`src/rtl/img2col_streamer.sv`:
```
// img2col_streamer: accepts a raster-order pixel stream and emits every KxK
// window (step STRIDE) as a flat K*K vector, tagged with its window row and
// column index. A (K-1)-row line buffer plus a KxK shift window produce a new
// window one cycle after the pixel that completes it is accepted.
//
// Handshake: both streams are valid/ready. A transfer happens on a rising
// edge where valid && ready. A producer holding valid keeps its payload
// stable until the transfer. in_ready depends combinationally on out_ready:
// input is accepted only when the output register is free or being drained.
module img2col_streamer #(
   parameter int DATA_W = 16,
   parameter int IMG_W  = 28,
   parameter int IMG_H  = 28,
   parameter int K      = 5,
   parameter int STRIDE = 1
) (
   input  logic              clk,
   input  logic              nrst,
   input  logic              start,
   input  logic              in_valid,
   input  logic [DATA_W-1:0] in_data,
   output logic              in_ready,
   output logic [DATA_W-1:0] out [K*K],
   output logic              out_valid,
   input  logic              out_ready,
   output logic [5:0]        row_num,
   output logic [5:0]        col_num,
   output logic              map_finish,
   output logic [1:0]        dbg_state
);

   localparam int KK = K * K;
   localparam int OH = (IMG_H - K) / STRIDE + 1;
   localparam int OW = (IMG_W - K) / STRIDE + 1;
   localparam int CW = $clog2(IMG_W);

   localparam logic [5:0] LP_KM1  = 6'(K - 1);
   localparam logic [5:0] LP_WM1  = 6'(IMG_W - 1);
   localparam logic [5:0] LP_HM1  = 6'(IMG_H - 1);
   localparam logic [5:0] LP_OHM1 = 6'(OH - 1);
   localparam logic [5:0] LP_OWM1 = 6'(OW - 1);

   typedef enum logic [1:0] {S_IDLE, S_RUN, S_FLUSH, S_DONE} state_t;

   state_t r_state;
   state_t w_state_nxt;

   // Pixel position (r,c) of the next pixel to arrive, and the (R,C) index
   // the next completed window will carry.
   logic [5:0] r_pr;
   logic [5:0] r_pc;
   logic [5:0] r_wr;
   logic [5:0] r_wc;
   // Set once the final window has been handed off, so FLUSH cannot wait
   // forever when the last pixel completes no window.
   logic       r_last_hs;

   logic              r_out_valid;
   logic [5:0]        r_row_num;
   logic [5:0]        r_col_num;
   logic [DATA_W-1:0] r_out [KK];

   // Row 0 of the line buffer is the oldest row (r-K+1); row K-2 is r-1.
   logic [DATA_W-1:0] r_lb  [K-1][IMG_W];
   logic [DATA_W-1:0] r_win [K][K];

   logic [CW-1:0]     w_pc_idx;
   logic [DATA_W-1:0] w_col [K];
   logic [DATA_W-1:0] w_win_nxt [K][K];
   logic              w_accept;
   logic              w_hs;
   logic              w_r_ok;
   logic              w_c_ok;
   logic              w_complete;
   logic              w_last_pix;
   logic              w_last_hs;

   assign w_pc_idx   = r_pc[CW-1:0];
   assign w_accept   = in_valid && in_ready;
   assign w_hs       = r_out_valid && out_ready;
   // STRIDE is 1 or 2, so the stride alignment test reduces to a parity match.
   assign w_r_ok     = (r_pr >= LP_KM1) && ((STRIDE == 1) || (r_pr[0] == LP_KM1[0]));
   assign w_c_ok     = (r_pc >= LP_KM1) && ((STRIDE == 1) || (r_pc[0] == LP_KM1[0]));
   assign w_complete = w_accept && w_r_ok && w_c_ok;
   assign w_last_pix = (r_pr == LP_HM1) && (r_pc == LP_WM1);
   assign w_last_hs  = w_hs && (r_row_num == LP_OHM1) && (r_col_num == LP_OWM1);

   assign out       = r_out;
   assign out_valid = r_out_valid;
   assign row_num   = r_row_num;
   assign col_num   = r_col_num;
   assign dbg_state = r_state;

   // Column entering the window: K-1 buffered rows above plus the new pixel.
   always_comb begin
      for (int i = 0; i < K - 1; i++) begin
         w_col[i] = r_lb[i][w_pc_idx];
      end
      w_col[K-1] = in_data;
   end

   // Window after shifting left by one column and appending w_col.
   always_comb begin
      for (int i = 0; i < K; i++) begin
         for (int j = 0; j < K - 1; j++) begin
            w_win_nxt[i][j] = r_win[i][j+1];
         end
         w_win_nxt[i][K-1] = w_col[i];
      end
   end

   // FSM state register.
   always_ff @(posedge clk or posedge nrst) begin
      if (nrst) begin
         r_state <= S_IDLE;
      end else begin
         r_state <= w_state_nxt;
      end
   end

   // FSM next state, input ready and frame-complete pulse.
   always_comb begin
      w_state_nxt = r_state;
      in_ready    = 1'b0;
      map_finish  = 1'b0;
      case (r_state)
         S_IDLE: begin
            if (start) w_state_nxt = S_RUN;
         end
         S_RUN: begin
            in_ready = !(r_out_valid && !out_ready);
            if (in_valid && in_ready && w_last_pix) w_state_nxt = S_FLUSH;
         end
         S_FLUSH: begin
            if (w_last_hs || r_last_hs) w_state_nxt = S_DONE;
         end
         S_DONE: begin
            map_finish  = 1'b1;
            w_state_nxt = S_IDLE;
         end
         default: w_state_nxt = S_IDLE;
      endcase
   end

   // Pixel and window position counters; cleared by a start in IDLE.
   always_ff @(posedge clk or posedge nrst) begin
      if (nrst) begin
         r_pr      <= '0;
         r_pc      <= '0;
         r_wr      <= '0;
         r_wc      <= '0;
         r_last_hs <= 1'b0;
      end else if (r_state == S_IDLE) begin
         if (start) begin
            r_pr      <= '0;
            r_pc      <= '0;
            r_wr      <= '0;
            r_wc      <= '0;
            r_last_hs <= 1'b0;
         end
      end else begin
         if (w_accept) begin
            if (r_pc == LP_WM1) begin
               r_pc <= '0;
               r_pr <= r_pr + 6'd1;
            end else begin
               r_pc <= r_pc + 6'd1;
            end
         end
         if (w_complete) begin
            if (r_wc == LP_OWM1) begin
               r_wc <= '0;
               r_wr <= r_wr + 6'd1;
            end else begin
               r_wc <= r_wc + 6'd1;
            end
         end
         if (w_last_hs) r_last_hs <= 1'b1;
      end
   end

   // Output register: load on completion, drop valid on a plain handshake.
   always_ff @(posedge clk or posedge nrst) begin
      if (nrst) begin
         r_out_valid <= 1'b0;
         r_row_num   <= '0;
         r_col_num   <= '0;
         for (int i = 0; i < KK; i++) begin
            r_out[i] <= '0;
         end
      end else if (w_complete) begin
         r_out_valid <= 1'b1;
         r_row_num   <= r_wr;
         r_col_num   <= r_wc;
         for (int i = 0; i < K; i++) begin
            for (int j = 0; j < K; j++) begin
               r_out[i*K+j] <= w_win_nxt[i][j];
            end
         end
      end else if (w_hs) begin
         r_out_valid <= 1'b0;
      end
   end

   // Line buffer and window shift on every accepted pixel; contents need no
   // reset because a window is only emitted after K fresh columns arrive.
   always_ff @(posedge clk) begin
      if (w_accept) begin
         for (int i = 0; i < K - 2; i++) begin
            r_lb[i][w_pc_idx] <= r_lb[i+1][w_pc_idx];
         end
         r_lb[K-2][w_pc_idx] <= in_data;
         for (int i = 0; i < K; i++) begin
            for (int j = 0; j < K; j++) begin
               r_win[i][j] <= w_win_nxt[i][j];
            end
         end
      end
   end

endmodule

```
`config.mk`:
```
export PLATFORM = sky130hd
export DESIGN_NAME = img2col_streamer
export DESIGN_NICKNAME = d
export VERILOG_FILES = /design/src/rtl/img2col_streamer.sv
export SDC_FILE = /design/constraint.sdc
export NUM_CORES = 2
export LEC_CHECK = 0
export ABC_AREA = 1
export CORE_ASPECT_RATIO = 2
export CORE_MARGIN = 2
export CORE_UTILIZATION = 44
export DETAILED_ROUTE_END_ITERATION = 12
export GPL_TIMING_DRIVEN = 0
export PLACE_DENSITY_LB_ADDON = 0.25
export SYNTH_ARGS = -nofsm -noshare
export SYNTH_HDL_FRONTEND = slang
export SYNTH_SLANG_ARGS = --single-unit
```
`constraint.sdc`:
```
create_clock -name clk -period 39.6 [get_ports clk]
set_input_delay 11.88 -clock clk [delete_from_list [all_inputs] [get_ports clk]]
set_output_delay 11.88 -clock clk [all_outputs]
set_load 0.02 [all_outputs]
```
After elaboration in Yosys (flattened, before gate mapping)
Memories as Yosys holds them, arrays and structs flattened.
Index checks and enable logic that the tools add are counted.

cells by class
  magnitude comparators = 4
  equality and inequality tests = 11
  reduce and logical (&&, ||, !) cells = 27
  multiplexer cells = 41
  add/subtract/negate cells = 4
  bitwise operators = 1

operators by type and width
  cell                                                                number
  two-way mux 448 bit                                                 1
  binary-select mux 16 bit (select 5 bit)                             4
  two-way mux 16 bit                                                  9
  demux 16 bit (select 5 bit)                                         1
  two-way mux 6 bit                                                   13
  == test 6 x 5 -> 1 bit (second input constant)                      5
  adder 6 x 1 -> 6 bit (second input constant)                        4
  greater-or-equal comparator 6 x 3 -> 1 bit (second input constant)  2
  nonzero test 2 bit                                                  6
  logical AND 1 bit                                                   11
  two-way mux 1 bit                                                   9
  AND reduction 3 bit                                                 3
  case mux 2 bit (4 select lines)                                     1
  greater-or-equal comparator 6 bit (second input constant)           1
  < comparator 6 x 1 -> 1 bit (second input constant)                 1
  two-way mux 2 bit                                                   3
  inequality test 2 bit (second input constant)                       3
  inverter 5 -> 6 bit                                                 1
  AND reduction 2 bit                                                 3
  == test 2 bit (second input constant)                               2
  == test 2 x 1 -> 1 bit (second input constant)                      1
  zero test 1 bit                                                     2
  zero test 2 bit                                                     1
  logical OR 1 bit                                                    1

word-level totals
  register bits after elaboration = 440
  word-level logic and storage cells = 124
  bits of input ports = 21
  RAM bits = 2192
  memories kept = 2

memory list
  memory  words  bits a word  rd ports  clocked after memory_dff  wr ports  line  source
  r_lb    4      448          4         0                         4         64    logic [DATA_W-1:0] r_lb [K-1][IMG_W];
  r_win   5      80           5         0                         5         65    logic [DATA_W-1:0] r_win [K][K];

Logic depth before layout (Yosys ltp)
  depth after elaboration = 9
  depth in mapped cells = 15
  mapped depth without buffers = 11

Worst setup path before layout
OpenSTA, ideal clock, no wires.

  path type = input -> output
  from = in out_ready
  to = out in_ready
  data arrival time = 12.225 ns
  slack = 15.495 ns
  stages = 2
  data required time = 27.720 ns
  path through = nor2_1 nor2_1

on the way
  longest elaborated chain between the ends = 4

ends and longest elaborated chain
  element            line  source
  from (decl)        25    input logic out_ready,
  zero test 1 bit    131   in_ready = !(r_out_valid && !out_ready);
  logical AND 1 bit  131
  zero test 1 bit    131
  two-way mux 1 bit  126   case (r_state)
  to (decl)          22    output logic in_ready,

Every way passes these cells.

Worst setup path in the final report
Ends and elaborated chain as after synthesis.

==> results.toml <==
[clocking]
htreeDepth = 4
cts_tree = "built"
ctsHoldBuffers = 0
clk_pin_slew_ns = 0.07
number_of_resized_instances_in_the_post_cts_repair_step = 0
cts_num_sinks = 2552
cts_buffers = 213
max-clock-path-buffers = 4
post_cts_buffers = 0
root_buffer = "clkbuf_16"
clk-insertion-delay-late_ns = 0.90

[timing]
final.setup_skew_ns = 0.08568
timing.final.setup_violations = 0
fin_worst_hold_slack_ns = 0.4446
maxSlewViolCount = 0
final.setup.tns_ns = 0
finalHoldViolations = 0
max-slew-margin-rel_pct = 3.831
timing.final.crit_period_ns = 25.20
finalCritPeriodShare_pct = 63.63
achievable-frequency_ghz = 0.03969
rsz0062_at_grt = "no"
worstMarginPinSlew_ns = 1.443

[floorplan]
start_util_pct = 44.13
num_rows = 246
chipHeight_um = 674.4
die_area_um2 = 228800
chipWidth_um = 339.2
floorplan.core_area_um2 = 224100
io-pin-count = 438

[routing]
wire_per_inst_um = 28.62
antenna_violating_nets_post_route = 0
detail_route.vias_per_cell = 5.511
routed_wirelength_um = 355000
drt_iter0_markers = 8557
route.detailed.drc = 0
drt_first_pass_iters = 8
vias = 68350

[setup_path]
timing.critical_path.to_type = "output pin"
cp-endpoint = "in_ready"
worstSetupStartpoint = "out_ready"
crit_path_start_kind = "input port"
reg2regPathDepth = 10
worst_ep_arrival_time_ns = 13.32
critical_path.max_fanout = 3
path_class = "input port to output pin"
r2r_slack_ns = 34.06
rr_endpoint = "r_lb[2][180]$_DFFE_PP_"
regToRegStartpoint = "r_pc[1]$_DFFE_PP0P_"
timing.critical_path.required_ns = 27.72

[yosys]
syn_nets = 8511
synthesis.yosys.warnings = 0
synth_cell_type_count = 30
mappedNetlistArea_um2 = 98880
avgSynthCellArea_um2 = 11.66
synth_sequential_area_ratio_pct = 75.28
post_synth_inst_count = 8478
synth.ff_latch_count = 2552

[global_routing]
number_of_global_route_vias_before_repair = 66640
global_route.overflow_total = 0
grt_max_degree = 125
overall_global_routing_resource_usage_pct = 30.60
antenna_found_initial = 35
grt_first_pass_wirelength_um = 492500

[cells_and_area]
final_layout_size_suffix_gt1_share_pct = 8.151
regArea_um2 = 74430
filler_cell_count = 19470
area_growth_syn_to_layout_pct = 17.83
final_cell_count_no_fill = 12400
nets = 9275
multiInputGateArea_um2 = 21670

[power]
total_leakage_power_nw = 44.85
ir_worst_vdd_v = 0.00005346
pwr_per_cell_area_nw_per_um2 = 71.29
power.total_w = 0.008306

[worst_hold_path]
holdCritPathClass = "flip-flop to flip-flop"

[place]
io_buffers = 437
dp.final_hpwl_um = 248300
gp_congestion = 0.9339
dpl.cell_count = 12000

[flow_run]
maxCapViolations = 0

[outcome]
status = "complete, no violations"
## worst min-delay path by stage
stage / startpoint / end / cells after the start
6_report: r_win[4][32]$_DFFE_PP_ / r_win[4][48]$_DFFE_PP_ / 0
5_1_grt: r_win[4][23]$_DFFE_PP_ / r_win[4][39]$_DFFE_PP_ / 0
3_3_place_gp: r_win[0][58]$_DFFE_PP_ / out[394]$_DFFE_PP0P_ / 2
4_1_cts: r_win[0][7]$_DFFE_PP_ / r_win[0][23]$_DFFE_PP_ / 0
2_1_floorplan: r_win[3][48]$_DFFE_PP_ / out[144]$_DFFE_PP0P_ / 2
3_5_place_dp: r_win[0][52]$_DFFE_PP_ / out[388]$_DFFE_PP0P_ / 2
## cell usage after synthesis, drive strengths merged
cell type	count	area share, %
a21oi	31	0.16
clkbuf	179	0.68
nor3	8	0.056
xor2	9	0.080
a22oi	1	0.0076
clkinv	2	0.0076
or2	7	0.044
dfrtp	440	11
o22ai	4	0.025
edfxtp	2112	64
nand2	2479	9.4
buf	261	1.4
nand3	270	1.4
nand4	7	0.044
inv	276	1.1
nor2	1471	5.6
ha	12	0.15
o31ai	1	0.0076
o21ai	908	4.6
## power breakdown
| group | switching, W | leakage (nW) | internal (W) | total (W) |
|---|---|---|---|---|
| Combinational | 0.00190 | 16.7 | 0.000677 | 0.00258 |
| Sequential | 0.000134 | 24.8 | 0.00348 | 0.00362 |
| Clock | 0.000972 | 3.30 | 0.00114 | 0.00211 |
## state kept, by name, indices dropped and copies added (netlist names)
| register | cells |
|---|---|
| r_win | 320 |
| r_last_hs | 1 |
| out | 400 |
| dbg_state | 2 |
| r_wr | 6 |
| out_valid | 1 |
| r_pc | 6 |
| row_num | 6 |
| r_pr | 6 |
| r_wc | 6 |
| r_lb | 1792 |
| col_num | 6 |
## routing by layer
layer,global-route usage [%],vias up,wire [um]
met3,5.171,1088,29610
met4,24.59,12,34650
met2,54.00,3841,178500
li1,-,29980,-
met5,0,-,65
met1,32.12,33430,112100
## metrics by stage
stage | area [um2] | util [%] | setup slack [ns]
2_1_floorplan | 98880 | - | 15.46
3_3_place_gp | 107000 | 47.74 | 7.741
3_5_place_dp | 109700 | 48.95 | 14.42
4_1_cts | 116400 | 51.96 | 14.41
5_1_grt | 116500 | 51.98 | 14.33
6_report | 116500 | 51.99 | 14.40
## worst max-delay path: stages
cell and delay [ns]:
clkdlybuf4s50_1 0.51, nor2_1 0.10, nor2_1 0.15, clkdlybuf4s50_1 0.68
## layout by cell type, fill, tap and decap left out, types with 9 or more instances in the layout
cell / instances
o21ai_0: 766
nor2_1: 1437
clkbuf_8: 12
diode_2: 16
clkdlybuf4s50_1: 421
dfrtp_1: 440
nor2_4: 31
buf_1: 32
nand3_2: 9
bufinv_16: 16
xor2_1: 9
edfxtp_1: 2112
inv_1: 263
ha_1: 12
clkinv_1: 39
a21oi_1: 31
clkinv_2: 37
nand3_1: 261
clkbuf_1: 220
o21ai_1: 141
inv_2: 10
nand2_1: 2441
clkbuf_16: 219
buf_4: 34
buf_16: 31
nand2_2: 38
buf_12: 80
buf_2: 205
## final cells by class
| cell class | instances | share of cell area [%] |
|---|---|---|
| antenna | 16 | 0.03437 |
| timing repair buffer | 549 | 5.806 |
| inverter | 278 | 0.9107 |
| buffer | 440 | 1.775 |
| multi-input combinational | 5208 | 18.60 |
| clock inverter | 105 | 0.7926 |
| sequential | 2552 | 63.89 |
| clock buffer | 278 | 4.997 |
| tap | 2976 | 3.196 |
## logic make-up (layout without fill, tap and decap cells)
kind of cell               count (synthesis)  after routing  share of synthesized area [%]
AOI/OAI and AO/OA                        945            945                          4.797
other                                      0             16                              0
and+or+nand+nor                         4242           4242                          16.55
adders and majority gates                 12             12                         0.1518
buffers and inverters                    718           1650                          3.142
xor gates and xnor gates                   9              9                        0.07973
DFF                                     2552           2552                          75.28
Power figures use the tool's default switching activity.
